==> src/rtl/mod_n_divider.sv <==
// Run-time programmable mod-N clock divider: counts 0..D-1, emits a registered
// near-50% divided clock, a one-cycle wrap tick and the active divisor.
module mod_n_divider #(
    parameter int WIDTH       = 7,
    parameter int DEFAULT_DIV = 100
) (
    input  logic             clk,
    input  logic             reset,
    input  logic             en,
    input  logic             clear,
    input  logic             load,
    input  logic [WIDTH-1:0] div_in,
    output logic [WIDTH-1:0] count,
    output logic             clk_mod,
    output logic             tick,
    output logic [WIDTH-1:0] div_active
);

    localparam logic [WIDTH-1:0] RESET_DIV     = WIDTH'(DEFAULT_DIV);
    localparam logic             RESET_CLK_MOD = (DEFAULT_DIV == 1);

    logic [WIDTH-1:0] count_q, count_d;
    logic [WIDTH-1:0] div_q, div_d;
    logic [WIDTH-1:0] pend_div_q, pend_div_d;
    logic             pend_valid_q, pend_valid_d;
    logic             clk_mod_q, clk_mod_d;
    logic             tick_q, tick_d;
    logic             at_last;

    assign at_last = (count_q == div_q - WIDTH'(1));

    always_comb begin
        count_d      = count_q;
        div_d        = div_q;
        pend_div_d   = pend_div_q;
        pend_valid_d = pend_valid_q;
        tick_d       = 1'b0;

        if (clear) begin
            count_d = '0;
            if (pend_valid_q) begin
                div_d        = pend_div_q;
                pend_valid_d = 1'b0;
            end
        end else if (en) begin
            if (at_last) begin
                count_d = '0;
                tick_d  = 1'b1;
                if (pend_valid_q) begin
                    div_d        = pend_div_q;
                    pend_valid_d = 1'b0;
                end
            end else begin
                count_d = count_q + WIDTH'(1);
            end
        end

        // A load on a wrap/clear edge only arms the pending slot; the switch
        // above consumed the previous pending value, so this one waits.
        if (load && (div_in != '0)) begin
            pend_div_d   = div_in;
            pend_valid_d = 1'b1;
        end

        // With count and D held this reproduces the held value, so no
        // separate hold path is needed for en=0.
        clk_mod_d = (count_d >= (div_d >> 1));
    end

    always_ff @(posedge clk) begin
        if (reset) begin
            count_q      <= '0;
            div_q        <= RESET_DIV;
            pend_div_q   <= '0;
            pend_valid_q <= 1'b0;
            clk_mod_q    <= RESET_CLK_MOD;
            tick_q       <= 1'b0;
        end else begin
            count_q      <= count_d;
            div_q        <= div_d;
            pend_div_q   <= pend_div_d;
            pend_valid_q <= pend_valid_d;
            clk_mod_q    <= clk_mod_d;
            tick_q       <= tick_d;
        end
    end

    assign count      = count_q;
    assign div_active = div_q;
    assign clk_mod    = clk_mod_q;
    assign tick       = tick_q;

endmodule

==> config.mk <==
export PLATFORM = sky130hd
export DESIGN_NAME = mod_n_divider
export DESIGN_NICKNAME = d
export VERILOG_FILES = /design/src/rtl/mod_n_divider.sv
export SDC_FILE = /design/constraint.sdc
export NUM_CORES = 1
export LEC_CHECK = 0
export ABC_CLOCK_PERIOD_IN_PS = 4900
export CORE_MARGIN = 2
export CORE_UTILIZATION = 43
export DETAILED_ROUTE_END_ITERATION = 8
export GPL_ROUTABILITY_DRIVEN = 1
export GPL_TIMING_DRIVEN = 1
export HOLD_SLACK_MARGIN = 0.1
export PLACE_DENSITY_LB_ADDON = 0.05
export SYNTH_ARGS = -nofsm -noshare
export SYNTH_HDL_FRONTEND = slang
export SYNTH_SLANG_ARGS = --single-unit
==> constraint.sdc <==
create_clock -name clk -period 4.9 [get_ports clk]
set_clock_uncertainty 0.1 [all_clocks]
set_input_delay 1.47 -clock clk [delete_from_list [all_inputs] [get_ports clk]]
set_output_delay 1.47 -clock clk [all_outputs]
set_load 0.01 [all_outputs]
# ---- Word-level counts from Yosys, hierarchy flattened
# Index checks and enable logic that the tools add are counted.
dict set report classes {
  add_sub_neg 2
  magnitude_cmp 1
  n_eq_ne 1
  muxes 12
  bitwise_logic 1
  reduce_logical 9
}
# operator count
set ops {}
lappend ops {{2-to-1 mux 7 bit} 7}
lappend ops {{adder 7 x 1 -> 7 bit (second input constant)} 1}
lappend ops {{equality test 7 bit} 1}
lappend ops {{>= comparator 7 x 6 -> 1 bit} 1}
lappend ops {{nonzero test 7 bit} 1}
lappend ops {{subtractor 7 x 1 -> 7 bit (second input constant)} 1}
lappend ops {{nonzero test 3 bit} 2}
lappend ops {{2-to-1 mux 1 bit} 5}
lappend ops {{AND reduction 2 bit} 2}
lappend ops {{nonzero test 2 bit} 2}
lappend ops {{OR reduction 3 bit} 1}
lappend ops {{logical AND 1 bit} 1}
lappend ops {{NOT 1 bit} 1}
dict set report totals {
  ff_bits 24
}

# ---- Depth between registers and ports, before layout
# Gate-level depths: netlist of the first run.
dict set report logic_depth {
  depth_word 6
  mapped_depth 15
  depth_no_buf 15
}

# ---- Worst setup path before layout of the first run
# No wires, ideal clock.
dict set report synth_timing {
  path_type {input to register}
  start {in en}
  end {reg clk_mod_q (netlist: clk_mod)}
  setup_time_ns 0.130
  t_arrival_ns 3.785
  slack_ns 0.885
  path_stages 12
  n_path_buf 1
  path_cell_list {clkbuf_1 > o2111ai_1 > nor4_4 > o21ai_4 > mux2_4 > ha_1 > nand2b_1 > a21o_1 > a21oi_1 > o21ai_0 > a21oi_1 > o22ai_1}
}
dict set report synth_between {
  elab_chain_cells 3
  elab_cells_between_ends 5
  cone_classes {1 x order compare; 4 x mux}
}
# item line
set synth_rtl {}
lappend synth_rtl {{start, declared} 9} ;# input logic en,
lappend synth_rtl {{2-to-1 mux 7 bit} 45} ;# end else if (en) begin
lappend synth_rtl {{2-to-1 mux 7 bit} 39} ;# if (clear) begin
lappend synth_rtl {{via div_d[1]} 23} ;# logic [WIDTH-1:0] div_q, div_d;
lappend synth_rtl {{>= comparator 7 x 6 -> 1 bit} 67} ;# clk_mod_d = (count_d >= (div_d >> 1));
lappend synth_rtl {{end signal, assigned} 83} ;# clk_mod_q <= clk_mod_d;
lappend synth_rtl {{end, declared} 26} ;# logic clk_mod_q, clk_mod_d;
# The timed path passes the listed nets, and every way through them passes these cells. The select of a mux whose other input is x is not followed.
# A chain may end at the register's enable or synchronous reset.

# ---- Worst setup path after layout of the first run
# Ends and elaborated chain as after synthesis.

==> results.cfg, run 1 <==
[die]
die_x_um = 61.8
rows = 21
dieArea_um2 = 3820
core_um2 = 3280
initial_core_util_pct = 43.8
die_y_um = 61.8
io_pins = 28

[worst_setup_path]
path_class = input pin to flip-flop
crit_path_end_kind = flip-flop
path_max_fanout = 6
startpoint_type = input pin
cp.arrival_ns = 4.19
critical_path_required_ns = 4.97

[synth]
async_flop_share_pct = 0
synth.top_cell.area_share_pct = 33.4
synth_cells = 175
netlist-cell-type-count = 37
synth_area_leaders = dfxtp_1 33%, ha_1 7.0%, nand2_1 6.3%, nor2_1 5.5%, xor2_1 5.5%
seq_area_frac_synth_pct = 33.4
syn_nets = 195
synth_seq_cells = 24
syn_area_um2 = 1440
syn_area_per_cell_um2 = 8.22
synth_warnings = 0
synth_area_leader_cell = dfxtp_1
synth.top_cells.by_count = 24 x dfxtp_1, 24 x nand2_1, 21 x nor2_1
synth-main-ff-cell = dfxtp_1
synth_edf_count = 0

[grt]
grt_first_pass_wirelength_um = 5390
grt_max_degree = 22
globalRouteOverflowTotal = 0
grt_pass1_vias = 1117
track_usage_pct = 19.2
antenna_found_initial = 0

[drt]
final_antenna_net_count = 0
firstDrtPassIters = 4
wl_per_cell_um = 13.8
finalWirelength_um = 3360
viasPerCell = 5.23
vias = 1272
drcViolationCount = 0
drt_iter0_drc = 37

[clock_network]
cts.htree.levels = 1
cts_hold_buf = 0
numCtsBuffers = 3
cts_sinks = 24
clk_latency_ns = 0.30
post_cts_buffers = 0
cts-root-buf = clkbuf_4
cts_resized = 0
clockBufferDepth = 2
clk_pin_slew_ns = 0.12
cts_tree = done

[placed_design]
dp_hpwl_um = 2550
gp_congestion = 0.847
io_buffers = 27

[timing]
rsz0062_at_grt = no
setup_tns_ns = 0
worst_pin_slew_ns = 0.746
hold-worst-slack_ns = 0.384
fin_crit_sh_pct = 84.0
fmax_ghz = 0.243
maxSlewViolCount = 0
period_minus_slack_ns = 4.12
slew_headroom_pct = 50.1
finalHoldViolations = 0
setup_violations = 0

[final_layout]
diodes = 0
drive_gt1_share_pct = 5.08
nNetsFinal = 218
synthToLayoutAreaGrowth_pct = 23.2

[power_and_ir_drop]
p_total_uw = 394
ir_drop_mv = 0.188
power_density_nw_per_um2 = 222
leakagePower_nw = 0.685

[worst_hold_path]
hold_class = flip-flop to flip-flop

[flow_run]
timing.max_cap.violations = 0

[status]
outcome = completed
flip-flops by register name, indices dropped and copies added (netlist names):
name          count
count             7
div_active        7
pend_div_q        7
clk_mod           1
pend_valid_q      1
tick              1
placed cells by master, fill, tap and decap left out, drive strengths merged, types with 2 or more instances in the layout:
master         count
o221ai             4
dfxtp             24
a31oi              5
nor4               4
nand2             24
clkdlybuf4s50     27
xnor2              8
nor2b              4
mux2i              6
a311oi             3
nand2b             2
o21a               2
nor2              21
o21ai              2
nor3               2
nand4              2
nand3              7
a21oi             11
ha                 8
buf                2
xor2               9
clkbuf             4
inv                5
metrics by stage:
step                      utilization, %  cell area [um2]  worst slack, ns  instances
after floorplan                        -             1440            0.885        175
after CTS                           54.0             1770            0.795        243
after detailed placement            52.9             1740            0.470        239
after global routing                54.0             1770            0.568        243
final                               54.0             1770            0.784        243
after global placement              52.9             1740            0.544        239
cells by family (layout without fill, tap and decap cells):
group	count (synthesis)	in the layout	synth area share (%)
and+or+nand+nor	71	71	23.6
AOI/OAI and AO/OA	32	32	16.1
DFF	24	24	33.4
xor gates and xnor gates	17	17	10.3
buffers and inverters	16	38	4.43
adders and majority gates	8	8	6.96
muxes	7	7	5.22
layer usage:
layer / track usage, % / part of all wire (%) / routed length (um) / vias to the layer above
li1: - / - / - / 658
met1: 27.4 / 50 / 1680 / 583
met2: 30.8 / 46 / 1550 / 29
met3: 2.90 / 3.2 / 109 / 2
met4: 3.65 / 0.57 / 19 / 0
met5: 0 / 0 / 0 / -
worst max-delay path: stages:
cell and delay [ns]:
clkdlybuf4s50_1 0.60, o2111ai_1 0.22, nor4_4 0.39, o21ai_4 0.15, mux2_4 0.34, ha_1 0.26
nand2b_1 0.14, a21o_1 0.17, a21oi_1 0.13, o21ai_0 0.10, a21oi_1 0.14, o22ai_1 0.08
report_power, final:
part	switching, mW	internal (mW)
sequential	0.0142	0.203
clock	0.0564	0.0453
combinational	0.0369	0.0377
cell type report:
cell class | instances | area [um2]
Fill cell | 317 | 1510
Multi-Input combinational cell | 135 | 895
Sequential cell | 24 | 480
Timing Repair Buffer | 29 | 285
Tap cell | 46 | 57.6
Clock buffer | 4 | 36.3
Inverter | 5 | 18.8
path summary, 6_finish.rpt:
check | slack (ns) | startpoint | cells past startpoint | endpoint
worst max-delay path | 0.78 | en | 12 | clk_mod
worst min-delay path | 0.38 | pend_div_q[6] | 2 | pend_div_q[6]
worst max register to register | 1.45 | div_active[0] | 15 | clk_mod
worst min register to register | 0.38 | pend_div_q[6] | 2 | pend_div_q[6]
Note: power is estimated with default switching activity, not from simulation.
==> run 2: changes to the inputs <==
ABC_CLOCK_PERIOD_IN_PS = 3800   (was 4900)
clock period = 3.8 ns   (was 4.9 ns; I/O delays follow)
==> run 2 against run 1 <==
Effect of this change: sequential cell count is the same; die area unchanged; hold slack gained 0.0064 ns; sequential power rose by 28%; count of clock-buffer cells in the layout is 1 lower; register-to-register slack worse by 1.0 ns; setup slack got worse by 0.50 ns; clock power rose by 12%; critical endpoint unchanged; highest routed layer unchanged.
==> results.cfg, run 2 (synthesis results as in run 1) <==
[die]
core_um2 = 3280
io_pins = 28
dieArea_um2 = 3820
rows = 21
die_x_um = 61.8
die_y_um = 61.8
initial_core_util_pct = 43.8

[power_and_ir_drop]
power_frac_seq_pct = 55.9
p_clk_share_pct = 23.0
leakagePower_nw = 0.706
ir_drop_mv = 0.168
comb_power_share_pct = 21.1
netSwitchingFraction_pct = 29.0
p_int_uw = 352
power_density_nw_per_um2 = 275
netSwitchingPower_uw = 144

[final_layout]
final_cell_mix = 27 x clkdlybuf4s50_1, 24 x nand2_1, 24 x dfxtp_1, 21 x nor2_1, 11 x a21oi_1
diodes = 0
fill_cells = 325
drive_gt1_share_pct = 7.43
register_area_um2 = 480
layout_commonest_cell = clkdlybuf4s50_1
multi_input_area_um2 = 895
nNetsFinal = 224
utilization_pct = 54.9
synthToLayoutAreaGrowth_pct = 25.4
fin_cells = 248

[grt]
track_usage_pct = 19.0
grt_pass1_vias = 1096
grt_first_pass_wirelength_um = 5280
globalRouteOverflowTotal = 0
grt_max_degree = 19
antenna_found_initial = 0

[placed_design]
dp_slack_ns = -0.0519
io_buffers = 27
gp_congestion = 0.775
dp.cells = 245
dp_hpwl_um = 2590

[drt]
viasPerCell = 5.24
finalWirelength_um = 3370
vias = 1300
drt_iter0_drc = 72
drcViolationCount = 0
final_antenna_net_count = 0
firstDrtPassIters = 4
wl_per_cell_um = 13.6

[clock_network]
clockBufferDepth = 2
cts.htree.levels = 1
cts_tree = done
clk_latency_ns = 0.32
cts_sinks = 24
clk_pin_slew_ns = 0.12
cts_resized = 0
cts-root-buf = clkbuf_4
cts_hold_buf = 0
numCtsBuffers = 3
post_cts_buffers = 0

[worst_setup_path]
cp_cell_sequence = clkdlybuf4s50_1 -> o2111ai_1 -> nor4_4 -> o21ai_4 -> mux2_4 -> ha_1 -> nand2b_1 -> a21o_1 -> a21oi_1 -> o21ai_0 -> a21oi_1 -> o22ai_1
r2r-start = div_active[0]
crit_path_end_kind = flip-flop
slowest_stage = clkdlybuf4s50_1
critical_path_required_ns = 3.89
cpPeakStageDelay_ns = 0.50
cp.arrival_ns = 3.61
path_max_fanout = 2
cp-startpoint = en
startpoint_type = input pin
path_common_cell = a21oi_1
path_class = input pin to flip-flop

[timing]
rsz0062_at_grt = no
setup_violations = 0
setup_tns_ns = 0
slew_headroom_pct = 44.7
worst_pin_slew_ns = 0.821
maxSlewViolCount = 0
fin_ws_ns = 0.281
fmax_ghz = 0.284
hold-worst-slack_ns = 0.391
fin_crit_sh_pct = 92.6
finalHoldViolations = 0
period_minus_slack_ns = 3.52

[status]
outcome = completed

[flow_run]
timing.max_cap.violations = 0

[worst_hold_path]
worstHoldStart = pend_div_q[5]
hold_class = flip-flop to flip-flop
## run 2: power by group through the flow
stage	sequential [mW]	clock (mW)	combinational, mW
after floorplan	0.278	0	0.0662
after global placement	0.283	0	0.102
after detailed placement	0.283	0	0.105
after CTS	0.277	0.116	0.105
after global routing	0.279	0.126	0.116
final	0.277	0.114	0.104
## run 2: path summary, 6_finish.rpt
check                           slack [ns]            end  cells after the start
worst min-delay path                  0.39  pend_div_q[5]                      2
worst max-delay path                  0.28        clk_mod                     12
worst max register to register        0.43        clk_mod                     15
worst min register to register        0.39  pend_div_q[5]                      2
## run 2: critical path: cells and delay by family
kind | cells | cell delay (ns)
buffers and inverters | 1 | 0.50
muxes | 1 | 0.30
and+or+nand+nor | 2 | 0.51
AOI/OAI and AO/OA | 7 | 0.91
adders and majority gates | 1 | 0.26
## run 2: metrics by stage
step                      power [mW]  cell area [um2]
after floorplan                0.344             1440
after global placement         0.385             1780
after detailed placement       0.387             1780
after CTS                      0.498             1800
after global routing           0.521             1800
final                          0.495             1800
## run 2: layout make-up
class                      count  area share [%]
multi-input combinational    135            49.6
sequential                    24            26.6
timing repair buffer          35            18.3
tap                           46            3.19
clock buffer                   3            1.25
inverter                       5            1.04
## run 2: routing by layer
metal,track usage [%],part of all wire (%),vias up
met5,0,0,-
met4,6.38,0.98,0
met3,3.52,4.2,2
met2,29.5,46,29
met1,26.7,49,604
li1,-,-,665
==> run 3: changes to the inputs <==
RECOVER_POWER = 100   (was unset)
==> run 3 against run 2 <==
Effect of this change: wire length fell by 0.30%; hold slack got worse by 0.0012 ns; global-route usage did not move; highest routed layer unchanged.
==> results.cfg, run 3 (synthesis results as in run 1) <==
[drt]
wl_per_cell_um = 13.5
drt_iter0_drc = 73
final_antenna_net_count = 0
firstDrtPassIters = 4
viasPerCell = 5.26
drcViolationCount = 0
vias = 1305
finalWirelength_um = 3360

[grt]
grt_first_pass_wirelength_um = 5280
globalRouteOverflowTotal = 0
met2_usage_pct = 29.5
grt_max_degree = 19
grt-busiest-layer = met2
grt_pass1_vias = 1096
antenna_found_initial = 0
grtUsageMet3_pct = 3.52
track_usage_pct = 19.0
grtUsageMet1_pct = 26.7

[final_layout]
register_area_um2 = 480
fill_cells = 329
design_area_um2 = 1790
multi_input_area_um2 = 887
fin_cells = 248
final_cell_mix = 24 x nand2_1, 24 x dfxtp_1, 21 x nor2_1, 18 x dlygate4sd3_1, 11 x a21oi_1
nNetsFinal = 224
drive_gt1_share_pct = 6.44
diodes = 0
synthToLayoutAreaGrowth_pct = 24.6

[worst_setup_path]
cp_cell_sequence = clkdlybuf4s50_1 -> o2111ai_1 -> nor4_4 -> o21ai_4 -> mux2_4 -> ha_1 -> nand2b_1 -> a21o_1 -> a21oi_1 -> o21ai_0 -> a21oi_1 -> o22ai_1
slowest_stage = clkdlybuf4s50_1
path_max_fanout = 2
path_common_cell = a21oi_1
path_buf_inv = 1
cpPeakStageDelay_ns = 0.50
crit_path_end_kind = flip-flop
cp.arrival_ns = 3.61
path_class = input pin to flip-flop
startpoint_type = input pin
cp_top_family = compound AO/OA/AOI/OAI gates
critical_path_required_ns = 3.89

[timing]
fin_crit_sh_pct = 92.7
slew_headroom_pct = 8.92
fin_ws_ns = 0.278
setup_violations = 0
period_minus_slack_ns = 3.52
maxSlewViolCount = 0
fmax_ghz = 0.284
worst_pin_slew_ns = 1.35
rsz0062_at_grt = no
finalHoldViolations = 0
setup_tns_ns = 0

[placed_design]
dp_slack_ns = -0.0519
place_area_um2 = 1780
dp_hpwl_um = 2590
gp_congestion = 0.775
io_buffers = 27
dp.cells = 245

[die]
rows = 21
io_pins = 28
core_um2 = 3280
die_x_um = 61.8
initial_core_util_pct = 43.8
die_y_um = 61.8
dieArea_um2 = 3820

[clock_network]
cts.htree.levels = 1
cts_hold_buf = 0
clockBufferDepth = 2
cts_resized = 0
cts-root-buf = clkbuf_4
clk_pin_slew_ns = 0.12
cts_sinks = 24
cts_tree = done
numCtsBuffers = 3
clk_latency_ns = 0.32
post_cts_buffers = 0

[power_and_ir_drop]
power_density_nw_per_um2 = 274
netSwitchingPower_uw = 143
comb_power_share_pct = 20.5
p_total_uw = 492
p_clk_share_pct = 23.2
ir_drop_mv = 0.168
power_frac_seq_pct = 56.3
leakagePower_nw = 0.738
netSwitchingFraction_pct = 29.1
p_int_uw = 349

[status]
outcome = completed

[worst_hold_path]
hold_class = flip-flop to flip-flop

[flow_run]
timing.max_cap.violations = 0
run 3: cell types whose count changed in the layout (fill, tap and decap cells not counted):
| cell | delta |
|---|---|
| clkbuf_1 | +1 |
| o41ai_2 | -1 |
| clkdlybuf4s50_1 | -18 |
| o41ai_1 | +1 |
| buf_4 | -1 |
| dlygate4sd3_1 | +18 |
run 3: worst reg2reg max path, cell delays in order (launching register included):
cell and delay, ns:
dfxtp_1 0.46, inv_1 0.13, ha_1 0.32, xnor2_1 0.13, a21oi_1 0.13, o2111ai_1 0.18, nor4_4 0.37, o21ai_4 0.09
mux2_4 0.30, ha_1 0.26, nand2b_1 0.14, a21o_1 0.17, a21oi_1 0.14, o21ai_0 0.11, a21oi_1 0.15, o22ai_1 0.08
run 3: stage by stage:
stage	util (%)	hold WS (ns)
6_report	54.6	0.390
5_1_grt	54.6	0.419
4_1_cts	54.9	0.394
3_5_place_dp	54.2	0.376
3_3_place_gp	54.2	0.370
2_1_floorplan	-	0.349
run 3: routing by layer:
metal  routed length [um]  vias up
li1                     -      666
met1                 1610      606
met2                 1560       31
met3                  159        2
met4                   33        0
met5                    0        -
run 3: area by class of cell:
| class | instances | share of cell area (%) |
|---|---|---|
| clock buffers | 3 | 1.26 |
| inverters | 5 | 1.05 |
| multi-input cells | 135 | 49.5 |
| flip-flops and latches | 24 | 26.8 |
| well taps | 46 | 3.21 |
| repair buffers | 35 | 18.2 |
run 3: final timing paths:
check / depth (start not counted) / end / slack [ns] / start
worst max-delay path: 12 / clk_mod / 0.28 / en
worst min-delay path: 2 / pend_div_q[5] / 0.39 / pend_div_q[5]
worst max register to register: 15 / clk_mod / 0.43 / div_active[0]
worst min register to register: 2 / pend_div_q[5] / 0.39 / pend_div_q[5]
run 3: power by group through the flow:
stage               combinational [mW]  clock (mW)  sequential (mW)
finish                           0.101       0.114            0.277
CTS                              0.105       0.116            0.277
global placement                 0.102           0            0.283
detailed placement               0.105           0            0.283
global route                     0.113       0.126            0.279
floorplan                       0.0662           0            0.278
